### config.mk
export PLATFORM = sky130hd
export DESIGN_NAME = id_ex_stage
export DESIGN_NICKNAME = d
export VERILOG_FILES = /design/src/rtl/id_ex_stage.sv
export SDC_FILE = /design/constraint.sdc
export NUM_CORES = 1
export LEC_CHECK = 0
export ABC_AREA = 1
export BUFFER_PORTS_ARGS = -buffer_cell sky130_fd_sc_hd__buf_2
export CORE_AREA = 2 2 146 148
export CTS_BUF_LIST = sky130_fd_sc_hd__clkbuf_4
export DETAILED_ROUTE_END_ITERATION = 7
export DIE_AREA = 0 0 148 150
export PLACE_DENSITY = 0.83
export SLEW_MARGIN = 15
export SYNTH_ARGS = -nofsm -noshare
export SYNTH_HDL_FRONTEND = slang
export SYNTH_SLANG_ARGS = --single-unit
export TNS_END_PERCENT = 100
### constraint.sdc
create_clock -name i_clk -period 1.65 [get_ports i_clk]
set_clock_uncertainty 0.1 [all_clocks]
set_input_delay 0.165 -clock i_clk [delete_from_list [all_inputs] [get_ports i_clk]]
set_output_delay 0.165 -clock i_clk [all_outputs]
set_load 0.1 [all_outputs]
### src/rtl/id_ex_stage.sv
// id_ex_stage: ID/EX pipeline register with MEM/WB forwarding and load-use bubble insertion
// Ports:
//   i_clk, i_reset             clock, synchronous active-high reset
//   i_stall, i_flush           hold all state / replace with bubble (flush wins)
//   i_id_*                     decoded instruction fields from ID
//   i_mem_*                    MEM-stage destination and ALU result for forwarding
//   i_wb_*                     WB write port, used for forwarding and register bypass
//   o_op_a, o_op_b, o_alu_op   ALU inputs, zero while EX holds a bubble
//   o_ex_*                     destination, memory control and store data carried to EX/MEM
//   o_load_use                 ID must stall: EX load feeds a register ID reads
module id_ex_stage (
    input  logic        i_clk,
    input  logic        i_reset,
    input  logic        i_stall,
    input  logic        i_flush,
    input  logic        i_id_valid,
    input  logic [31:0] i_id_pc,
    input  logic [31:0] i_id_rs1_data,
    input  logic [31:0] i_id_rs2_data,
    input  logic [31:0] i_id_imm,
    input  logic [4:0]  i_id_rs1_addr,
    input  logic [4:0]  i_id_rs2_addr,
    input  logic [4:0]  i_id_rd_addr,
    input  logic        i_id_rs1_used,
    input  logic        i_id_rs2_used,
    input  logic [3:0]  i_id_alu_op,
    input  logic [1:0]  i_id_opa_sel,
    input  logic        i_id_opb_sel,
    input  logic        i_id_rd_wren,
    input  logic        i_id_mem_rden,
    input  logic        i_id_mem_wren,
    input  logic [4:0]  i_mem_rd_addr,
    input  logic        i_mem_rd_wren,
    input  logic [31:0] i_mem_fwd_data,
    input  logic [4:0]  i_wb_rd_addr,
    input  logic        i_wb_rd_wren,
    input  logic [31:0] i_wb_data,
    output logic [31:0] o_op_a,
    output logic [31:0] o_op_b,
    output logic [3:0]  o_alu_op,
    output logic [31:0] o_ex_store_data,
    output logic [31:0] o_ex_pc,
    output logic [4:0]  o_ex_rd_addr,
    output logic        o_ex_rd_wren,
    output logic        o_ex_mem_rden,
    output logic        o_ex_mem_wren,
    output logic        o_ex_valid,
    output logic        o_load_use
);
    logic        ex_valid, ex_opb_sel, ex_rd_wren, ex_mem_rden, ex_mem_wren;
    logic [31:0] ex_pc, ex_rs1_val, ex_rs2_val, ex_imm;
    logic [4:0]  ex_rs1_addr, ex_rs2_addr, ex_rd_addr;
    logic [3:0]  ex_alu_op;
    logic [1:0]  ex_opa_sel;
    logic        wb_en, mem_en;
    logic [31:0] fwd_rs1, fwd_rs2;

    assign wb_en  = i_wb_rd_wren && i_wb_rd_addr != 5'd0;
    assign mem_en = i_mem_rd_wren && i_mem_rd_addr != 5'd0;

    assign o_load_use = ex_valid && ex_mem_rden && ex_rd_addr != 5'd0 && !i_flush &&
                        ((i_id_rs1_used && i_id_rs1_addr == ex_rd_addr) ||
                         (i_id_rs2_used && i_id_rs2_addr == ex_rd_addr));

    always_ff @(posedge i_clk) begin
        if (i_reset || i_flush || (!i_stall && o_load_use)) begin
            ex_valid    <= 1'b0;
            ex_pc       <= '0;
            ex_rs1_val  <= '0;
            ex_rs2_val  <= '0;
            ex_imm      <= '0;
            ex_rs1_addr <= '0;
            ex_rs2_addr <= '0;
            ex_rd_addr  <= '0;
            ex_alu_op   <= '0;
            ex_opa_sel  <= '0;
            ex_opb_sel  <= 1'b0;
            ex_rd_wren  <= 1'b0;
            ex_mem_rden <= 1'b0;
            ex_mem_wren <= 1'b0;
        end else if (i_stall) begin
            // a held instruction must not lose a value that retires while it waits
            if (wb_en && i_wb_rd_addr == ex_rs1_addr) ex_rs1_val <= i_wb_data;
            if (wb_en && i_wb_rd_addr == ex_rs2_addr) ex_rs2_val <= i_wb_data;
        end else begin
            ex_valid    <= i_id_valid;
            ex_pc       <= i_id_pc;
            ex_rs1_val  <= (wb_en && i_wb_rd_addr == i_id_rs1_addr) ? i_wb_data : i_id_rs1_data;
            ex_rs2_val  <= (wb_en && i_wb_rd_addr == i_id_rs2_addr) ? i_wb_data : i_id_rs2_data;
            ex_imm      <= i_id_imm;
            ex_rs1_addr <= i_id_rs1_addr;
            ex_rs2_addr <= i_id_rs2_addr;
            ex_rd_addr  <= i_id_rd_addr;
            ex_alu_op   <= i_id_alu_op;
            ex_opa_sel  <= i_id_opa_sel;
            ex_opb_sel  <= i_id_opb_sel;
            ex_rd_wren  <= i_id_rd_wren;
            ex_mem_rden <= i_id_mem_rden;
            ex_mem_wren <= i_id_mem_wren;
        end
    end

    always_comb begin
        fwd_rs1 = (mem_en && i_mem_rd_addr == ex_rs1_addr) ? i_mem_fwd_data :
                  (wb_en && i_wb_rd_addr == ex_rs1_addr) ? i_wb_data : ex_rs1_val;
        fwd_rs2 = (mem_en && i_mem_rd_addr == ex_rs2_addr) ? i_mem_fwd_data :
                  (wb_en && i_wb_rd_addr == ex_rs2_addr) ? i_wb_data : ex_rs2_val;
        o_op_a  = !ex_valid ? 32'd0 : ex_opa_sel == 2'b00 ? fwd_rs1 : ex_opa_sel == 2'b01 ? ex_pc : 32'd0;
        o_op_b  = !ex_valid ? 32'd0 : ex_opb_sel ? ex_imm : fwd_rs2;
        o_alu_op = ex_valid ? ex_alu_op : 4'd0;
    end

    assign o_ex_store_data = fwd_rs2;
    assign o_ex_pc         = ex_pc;
    assign o_ex_rd_addr    = ex_rd_addr;
    assign o_ex_rd_wren    = ex_rd_wren;
    assign o_ex_mem_rden   = ex_mem_rden;
    assign o_ex_mem_wren   = ex_mem_wren;
    assign o_ex_valid      = ex_valid;
endmodule

==> results.md, run 1 <==
* Mapped Nets at between 2,000 and 2,500
* Area after DPL at between 15,000 and 20,000 um2
* Clk Tree Root Cell: clkbuf_4
* CTS H-tree depth at 4
* Rows at 53
* Post-synth top area cell: dfxtp_1
* Yosys warning count at 0
* Worst EP Category: primary output
* Height of the die at ~150 um
* #FFs+latches synth at ~150
* Cells after synthesis at roughly 1,800
* Worst_ep grt: o_op_a[24]
* Pin count of the biggest net entering global routing at 92
* Placer Congestion at between 0.9 and 1
* Initial Utilization at 51.1%
* Port Buffer Count at around 380
* Outcome: did not finish
* Last stage: 5_1_grt
* I/O pins at between 300 and 400
* HPWL after DPL at between 30,000 and 40,000 um
* Count of cell types in the netlist at 31
* Synth top area share at around 30%
* Synth top area cells: dfxtp_1 29%, nand3_1 19%, nand2_1 18%
* Seq/Total Area, Yosys at 29.2%
* Post-place setup slack at -0.438 ns
* Avg Cell Area, Syn at slightly below 6 um2
* CTS Buf Count at 17
* CTS max path bufs at 2
* Clk sinks at about 150
* Mapped cell area at ~11,000 um2
* First Err: [ERROR DPL-0038] Utilization greater than 100%, impossible to legalize
* Die W at about 150 um
cells in the mapped netlist, drive strengths merged:
library cell,n
nor2,176
o22ai,1
nand3b,1
xor2,11
nand4,2
o21ai,51
mux2i,42
clkbuf,39
dfxtp,154
nand2,516
nor3,5
a21oi,71
nand3,398
buf,82
inv,226
xnor2,10
stage by stage:
stage	hold slack, ns	cells
2_1_floorplan	0.223	1785
3_3_place_gp	0.308	2486
3_5_place_dp	0.320	2486
4_1_cts	-0.0490	2720
kinds of logic after synthesis:
logic type,after synthesis,share of synthesized area (%)
and+or+nand+nor,1098,44.9
buffers and inverters,347,14.2
DFF,154,29.2
AOI/OAI and AO/OA,123,6.02
muxes,42,3.98
xor gates and xnor gates,21,1.74
timing repair:
item,in CTS
hold buffers,187
setup endpoints to repair,289
resized for setup,162
endpoints found under the hold margin,154
buffers inserted,10
cloned,5
pin swaps,40
==> inputs of run 2 (changes only) <==
Settings changed: CORE_AREA 2 2 146 148 to not set, CORE_UTILIZATION set to 40, CTS_BUF_LIST sky130_fd_sc_hd__clkbuf_4 to not set, DIE_AREA 0 0 148 150 to not set, PLACE_DENSITY 0.83 to not set, PLACE_DENSITY_LB_ADDON set to 0.15.
==> run 2 against run 1 <==
Compared with the run above:
- the flow now finishes, with violations (capacitance limit, slew limit, setup timing)
- synthesized cell count did not move
- area after synthesis did not move
==> results.md, run 2 <==
* Slew @ Worst Pin at approximately 1.5 ns
* Pin count of the biggest net entering global routing at 62
* WL final at 57,400 um
* DRC violations left at 0
* Power Density at 589 nW/um2
* Outcome: complete, but fails checks
* Critical path class: flop to output port
* Clock share of power at between 30% and 40%
* CTS Buf Count at 17
* Period utilization at 164%
* Layout Nets at between 2,000 and 3,000
* Slew Limit Headroom at -0.128%
* RR Endpoint: ex_rs2_val[27]$_SDFF_PP0_
* VDD IR max at about 0.52 mV
* Synth Flop Type: dfxtp_1
* Skew-Pair Late Insertion Delay at between 0.4 and 0.5 ns
* Final setup fails at about 260
* Sequential share of power at a little under a third
* First-pass GRT wire length at 72,600 um
* TNS Setup at -132.51 ns
* Initial DRC count at roughly 1,800
* Setup crit end kind: output port
* Pins Over Slew Limit at 1
* CTS max path bufs at 2
* Overall fraction of global-route tracks in use at 34.7%
* Rows at just under 60
* #FFs+latches synth at 154
* HPWL after DPL at 33,700 um
* Max Clock Freq at around 370 MHz
* Comb power frac at around 37%
* Final hold vios at 0
* Register-to-register setup slack at -0.70 ns
* Port Buffer Count at about 380
* Avg Cell Area, Syn at 5.92 um2
* Die area at 27,100 um2
* Die W at 165 um
* Yosys warning count at 0
* Critical path arrival at around 2.4 ns
* I/O pins at 378
* CTS H-tree depth at 4
* Post-synth EDFFs at 0
* Area Growth Syn to Fin at 104%
* Startpoint Class: flop
* Worst EP required at approximately 1.4 ns
* Mapped Nets at roughly 2,000
* Post-synth top area cell: dfxtp_1
* HP Start: i_id_rs2_data[0]
* Most instantiated cells after synthesis: 513 x nand2_1, 392 x nand3_1, 222 x inv_1, 171 x nor2_1, 154 x dfxtp_1
* Cells after synthesis at around 1,800
* Initial antenna violation count at 3
* Synth top area share at between 20% and 30%
* Share of cells above drive strength 1 at between 40% and 50%
* Antenna Nets Post-Route at 0
* Lkg Pwr at 0.0102 uW
* Worst min path class: input port to flop
* Height of the die at about 160 um
* Number of global-route vias before repair at around 14,000
* Congestion Overflow GR at 0
* Count of cell types in the netlist at 31
* Seq/Total Area, Yosys at just under 30%
* Hold path endpoint: ex_rs2_val[0]$_SDFF_PP0_
* Placer Congestion at ~0.91
* Initial Utilization at between 40% and 50%
* Reg2Reg Depth at 18
* Max cap viols at 1
* Sw frac at 38.0%
* Vias/cell at roughly 5.6
* Crit-path max FO at 5
* TritonCTS clock tree: done
* Detailed-router iteration count before antenna repair at 7
* Cell-internal power at a little under 8000 uW
* DR WL/cell at just over 20 um
* Hold depth at 5
* Synth top area cells: dfxtp_1 29%, nand3_1 19%, nand2_1 18%
* Clk sinks at approximately 150
* Failing checks: capacitance limit, slew limit, setup timing
* Commonest non-fill, non-tap cell in the layout: nand2_1
* CTS clk-pin slew, worst paths at 0.07 ns
* Psw at 4840 uW
* Asr flop ratio synth at 0%
* Fillers at 1,581
* Top-count cell post-synth: nand2_1
* CORE AREA at about 26,000 um2
* Fin worst setup slack at -1.06 ns
* RSZ-0062 raised after global routing: yes
* Crit path time final at around 2.7 ns
* Mapped cell area at 10,600 um2
* Clk Tree Root Cell: clkbuf_16
* Highest-count cells in the layout ignoring fill and taps: 389 x nand2_1, 279 x buf_2, 243 x nand3_1, 174 x inv_1, 146 x buf_4
* Worst R2R Start: ex_rs2_addr[1]$_SDFFE_PP0N_
* Final Util at between 80% and 90%
* Routed vias at ~16,000
run 2: cell counts after synthesis:
No cell type changed its count.
run 2: repair_timing:
action / in CTS / in global routing
setup endpoints to repair: 254 / 254
endpoints found under the hold margin: 128 / 0
buffers inserted: 5 / 31
gates cloned: 8 / 32
hold buffers: 128 / 0
pin swaps: 17 / 111
resized for setup: 63 / 413
run 2: worst max-delay path by stage:
stage                                      from    endpoint  slack (ns)  depth (start not counted)
global route        ex_rs2_addr[1]$_SDFFE_PP0N_   o_op_b[1]       -1.09                         12
finish              ex_rs1_addr[2]$_SDFFE_PP0N_   o_op_a[7]       -1.06                         13
detailed placement  ex_rs2_addr[1]$_SDFFE_PP0N_  o_op_b[10]       -0.54                         10
CTS                 ex_rs2_addr[2]$_SDFFE_PP0N_  o_op_b[16]       -0.93                         10
global placement    ex_rs2_addr[1]$_SDFFE_PP0N_  o_op_b[10]       -0.51                         10
floorplan           ex_rs1_addr[0]$_SDFFE_PP0N_  o_op_a[12]       -0.33                         10
run 2: kinds of logic after synthesis:
family	synth area share, %
buffers and inverters	14.2
xor gates and xnor gates	1.74
DFF	29.2
muxes	3.98
AOI/OAI and AO/OA	6.02
and+or+nand+nor	44.9
run 2: power groups by stage:
stage	logic, uW	registers (uW)	clock network, uW
floorplan	1970	4260	0
global placement	3570	4020	0
detailed placement	3600	4030	0
CTS	3960	3940	4010
global route	4940	3960	4180
finish	4740	3950	4030
run 2: final cells by class:
| type | count | area, um2 | share of cell area (%) |
|---|---|---|---|
| clock buffers | 21 | 460 | 2.13 |
| well taps | 335 | 419 | 1.94 |
| diodes | 2 | 5.00 | 0.0232 |
| repair buffers | 765 | 7810 | 36.2 |
| flip-flops and latches | 154 | 3170 | 14.7 |
| clock inverters | 11 | 113 | 0.522 |
| inverters | 226 | 983 | 4.56 |
| multi-input cells | 1287 | 8620 | 39.9 |
run 2: worst max-delay path, stage by stage, from the launching register on:
cell and delay (ns):
dfxtp_4 0.37, nand2_2 0.07, nand2_1 0.09, inv_1 0.09
nand3_2 0.12, nor2_4 0.23, buf_12 0.17, buf_6 0.10
buf_8 0.14, nand3_2 0.10, nand3_2 0.09, nand2_2 0.07
a21oi_4 0.17, buf_12 0.19
run 2: stage by stage:
| stage | hold WS [ns] | cell area (um2) | cells | setup slack, ns | power [uW] |
|---|---|---|---|---|---|
| final | 0.00272 | 21600 | 2801 | -1.06 | 12700 |
| after global routing | 0.0127 | 21600 | 2801 | -1.09 | 13100 |
| after global placement | 0.308 | 16600 | 2565 | -0.512 | 7590 |
| after CTS | 0.000432 | 19000 | 2738 | -0.934 | 11900 |
| after detailed placement | 0.317 | 16600 | 2565 | -0.539 | 7630 |
| after floorplan | 0.223 | 11800 | 1785 | -0.327 | 6230 |
run 2: metal layers:
metal | up-vias | share of wire (%) | track usage, %
li1 | 6989 | - | -
met1 | 7313 | 36 | 41.8
met2 | 1124 | 48 | 59.8
met3 | 299 | 9.8 | 6.43
met4 | 2 | 6.4 | 15.3
met5 | - | 0.026 | 0
No activity file was read; power rests on OpenSTA's default activity.
==> inputs of run 3 (changes only) <==
Clock period 1.65 ns to 2.3 ns, I/O delays scaled along.
==> run 3 against run 2 <==
Compared with the run above:
- the flow finishes with violations (setup timing)
- global-route usage fell by 0.43 points
- clock power fell by 26%
- wire length decreased by 12%
- utilization is 13 points lower
- sequential share of layout area grew 2.4 points
- sequential power fell by 28%
- clock-buffer cell count down 4
- non-clock buffer count decreased by 228
- power shrank 32%
- die area did not move
- critical endpoint is now o_op_b[10]
- largest cell class unchanged
- largest power group is now clock
==> results.md, run 3 (synthesis results as in run 2) <==
* Skew-Pair Late Insertion Delay at between 0.4 and 0.5 ns
* Overall fraction of global-route tracks in use at approximately a third
* Port Buffer Count at 377
* Highest-delay cell along the critical path: dfxtp_2
* DR WL/cell at 19.6 um
* Critical path arrival at 2.33 ns
* Worst min path class: input port to flop
* Register-to-register setup slack at roughly 0.24 ns
* Initial DRC count at roughly 1,600
* Clk sinks at between 150 and 200
* Number of global-route vias before repair at between 10,000 and 15,000
* Power Density at about 470 nW/um2
* Met3 Usage GRT at under 10%
* Crit-path max FO at 8
* Finished Layout Cells at roughly 2,600
* Routed vias at ~14,000
* HP Start: i_id_rs2_data[7]
* Pin count of the biggest net entering global routing at roughly 130
* VDD IR max at 0.362 mV
* Highest-count cells in the layout ignoring fill and taps: 372 x nand2_1, 288 x nand3_1, 279 x buf_2, 188 x inv_1, 166 x nor2_1
* Share of cells above drive strength 1 at 38.0%
* Rows at just under 60
* Final setup fails at 96
* DRC violations left at 0
* RSZ-0062 raised after global routing: yes
* Placed Cells at roughly 2,400
* Period utilization at 116%
* Hold depth at 5
* Max cap viols at 0
* Lkg Pwr at between 0.008 and 0.009 uW
* Failing checks: setup timing
* HPWL after DPL at about 31,000 um
* Startpoint Class: flop
* Height of the die at approximately 160 um
* Critical path, cell by cell: nand2_1, nand2_1, nand3_2, nor2_8, buf_12, nand2_8, buf_12, nand2_4, nand3_4, nand3_4, nand2_2, inv_2, buf_12
* CTS Buf Count at 17
* Hold Worst Slack at 0.0158 ns
* Crit path largest cell delay at 0.37 ns
* Final hold vios at 0
* CTS max path bufs at 2
* Fin worst setup slack at -0.361 ns
* Critical path class: flop to output port
* Pins Over Slew Limit at 0
* Worst R2R Start: o_ex_rd_addr[0]$_SDFFE_PP0N_
* Area Growth Syn to Fin at 72.9%
* Layout Nets at 2,459
* Max Clock Freq at around 380 MHz
* GR met2 Demand/Resource at a little under three fifths
* Congestion Overflow GR at 0
* Initial antenna violation count at 7
* Overall power at 8660 uW
* Worst EP required at around 2 ns
* Initial Utilization at 40.7%
* I/O pins at 378
* Commonest non-fill, non-tap cell in the layout: nand2_1
* RR Endpoint: ex_rs2_val[28]$_SDFF_PP0_
* Most used cell, CP: buf_12
* TNS Setup at -23.27 ns
* Slew Limit Headroom at a little under three fifths
* Reg2Reg Depth at 10
* Outcome: complete, but fails checks
* Vias/cell at approximately 5.5
* CORE AREA at approximately 26,000 um2
* Final Util at between 70% and 80%
* WL final at between 50,000 and 60,000 um
* CTS H-tree depth at 4
* Met1 Use GR at between 40% and 50%
* Crit path time final at ~2.7 ns
* First-pass GRT wire length at around 70,000 um
* Detailed-router iteration count before antenna repair at 5
* Die W at roughly 160 um
* Placer Congestion at slightly above 0.9
* Most Crowded Layer GR: met2
* TritonCTS clock tree: done
* Setup crit end kind: output port
* CTS clk-pin slew, worst paths at around 0.070 ns
* Antenna Nets Post-Route at 0
* Hold path endpoint: ex_rs2_val[7]$_SDFF_PP0_
* Clk Tree Root Cell: clkbuf_16
* Die area at between 20,000 and 30,000 um2
* Slew @ Worst Pin at roughly 0.64 ns
[run 3: cell count changes in the layout (fill, tap and decap cells not counted), sizes merged, moves of 3 or more]
cell	delta
diode	+3
clkbuf	-17
clkinvlp	-33
dlygate4sd3	-42
inv	+38
buf	-172
[run 3: worst max-delay path, delay by kind of cell, from the launching register on]
family | cells | cell delay (ns)
simple gates | 9 | 0.94
buf+inv | 4 | 0.56
flops | 1 | 0.37
[run 3: per-stage QoR]
stage | worst slack [ns] | cell area [um2]
2_1_floorplan | -0.0279 | 10900
3_3_place_gp | 0.0919 | 14700
3_5_place_dp | 0.0362 | 14700
4_1_cts | -0.275 | 17100
5_1_grt | -0.427 | 18300
6_report | -0.361 | 18300
[run 3: area by class of cell]
class                           count  area (um2)
Clock inverter                     15         176
Fill cell                        2067        7720
Clock buffer                       17         425
Timing Repair Buffer              537        5450
Sequential cell                   154        3110
Multi-Input combinational cell   1287        7820
Inverter                          226         858
Tap cell                          335         419
Antenna cell                        5        12.5
[run 3: how the worst max path moves through the flow]
stage / startpoint / endpoint / slack, ns / cells past startpoint
6_report: ex_rs2_addr[3]$_SDFFE_PP0N_ / o_op_b[10] / -0.36 / 13
3_3_place_gp: i_wb_rd_addr[0] / o_op_b[1] / 0.09 / 11
3_5_place_dp: i_wb_rd_addr[0] / o_op_b[19] / 0.04 / 11
2_1_floorplan: o_ex_pc[0]$_SDFFE_PP0N_ / o_op_a[0] / -0.03 / 2
4_1_cts: ex_rs1_addr[1]$_SDFFE_PP0N_ / o_op_a[0] / -0.27 / 9
5_1_grt: ex_rs2_addr[3]$_SDFFE_PP0N_ / o_op_b[10] / -0.43 / 13
[run 3: metal layers]
layer  up-vias  share of wire (%)
li1       6536                  -
met5         -              0.081
met3       151                 10
met1      6544                 38
met4         6                4.4
met2       859                 47
[run 3: report_power, final]
part,internal (uW),switching [uW]
clock,1560,1410
combinational,1030,1830
sequential,2770,62.7
total,5360,3300
[run 3: timing repair]
action	in CTS	in global routing
gates cloned	9	11
pin swaps	38	75
setup buffers	11	9
setup endpoints to repair	96	97
gates resized for setup	184	208
hold endpoints to repair	86	0
hold buffers	86	0
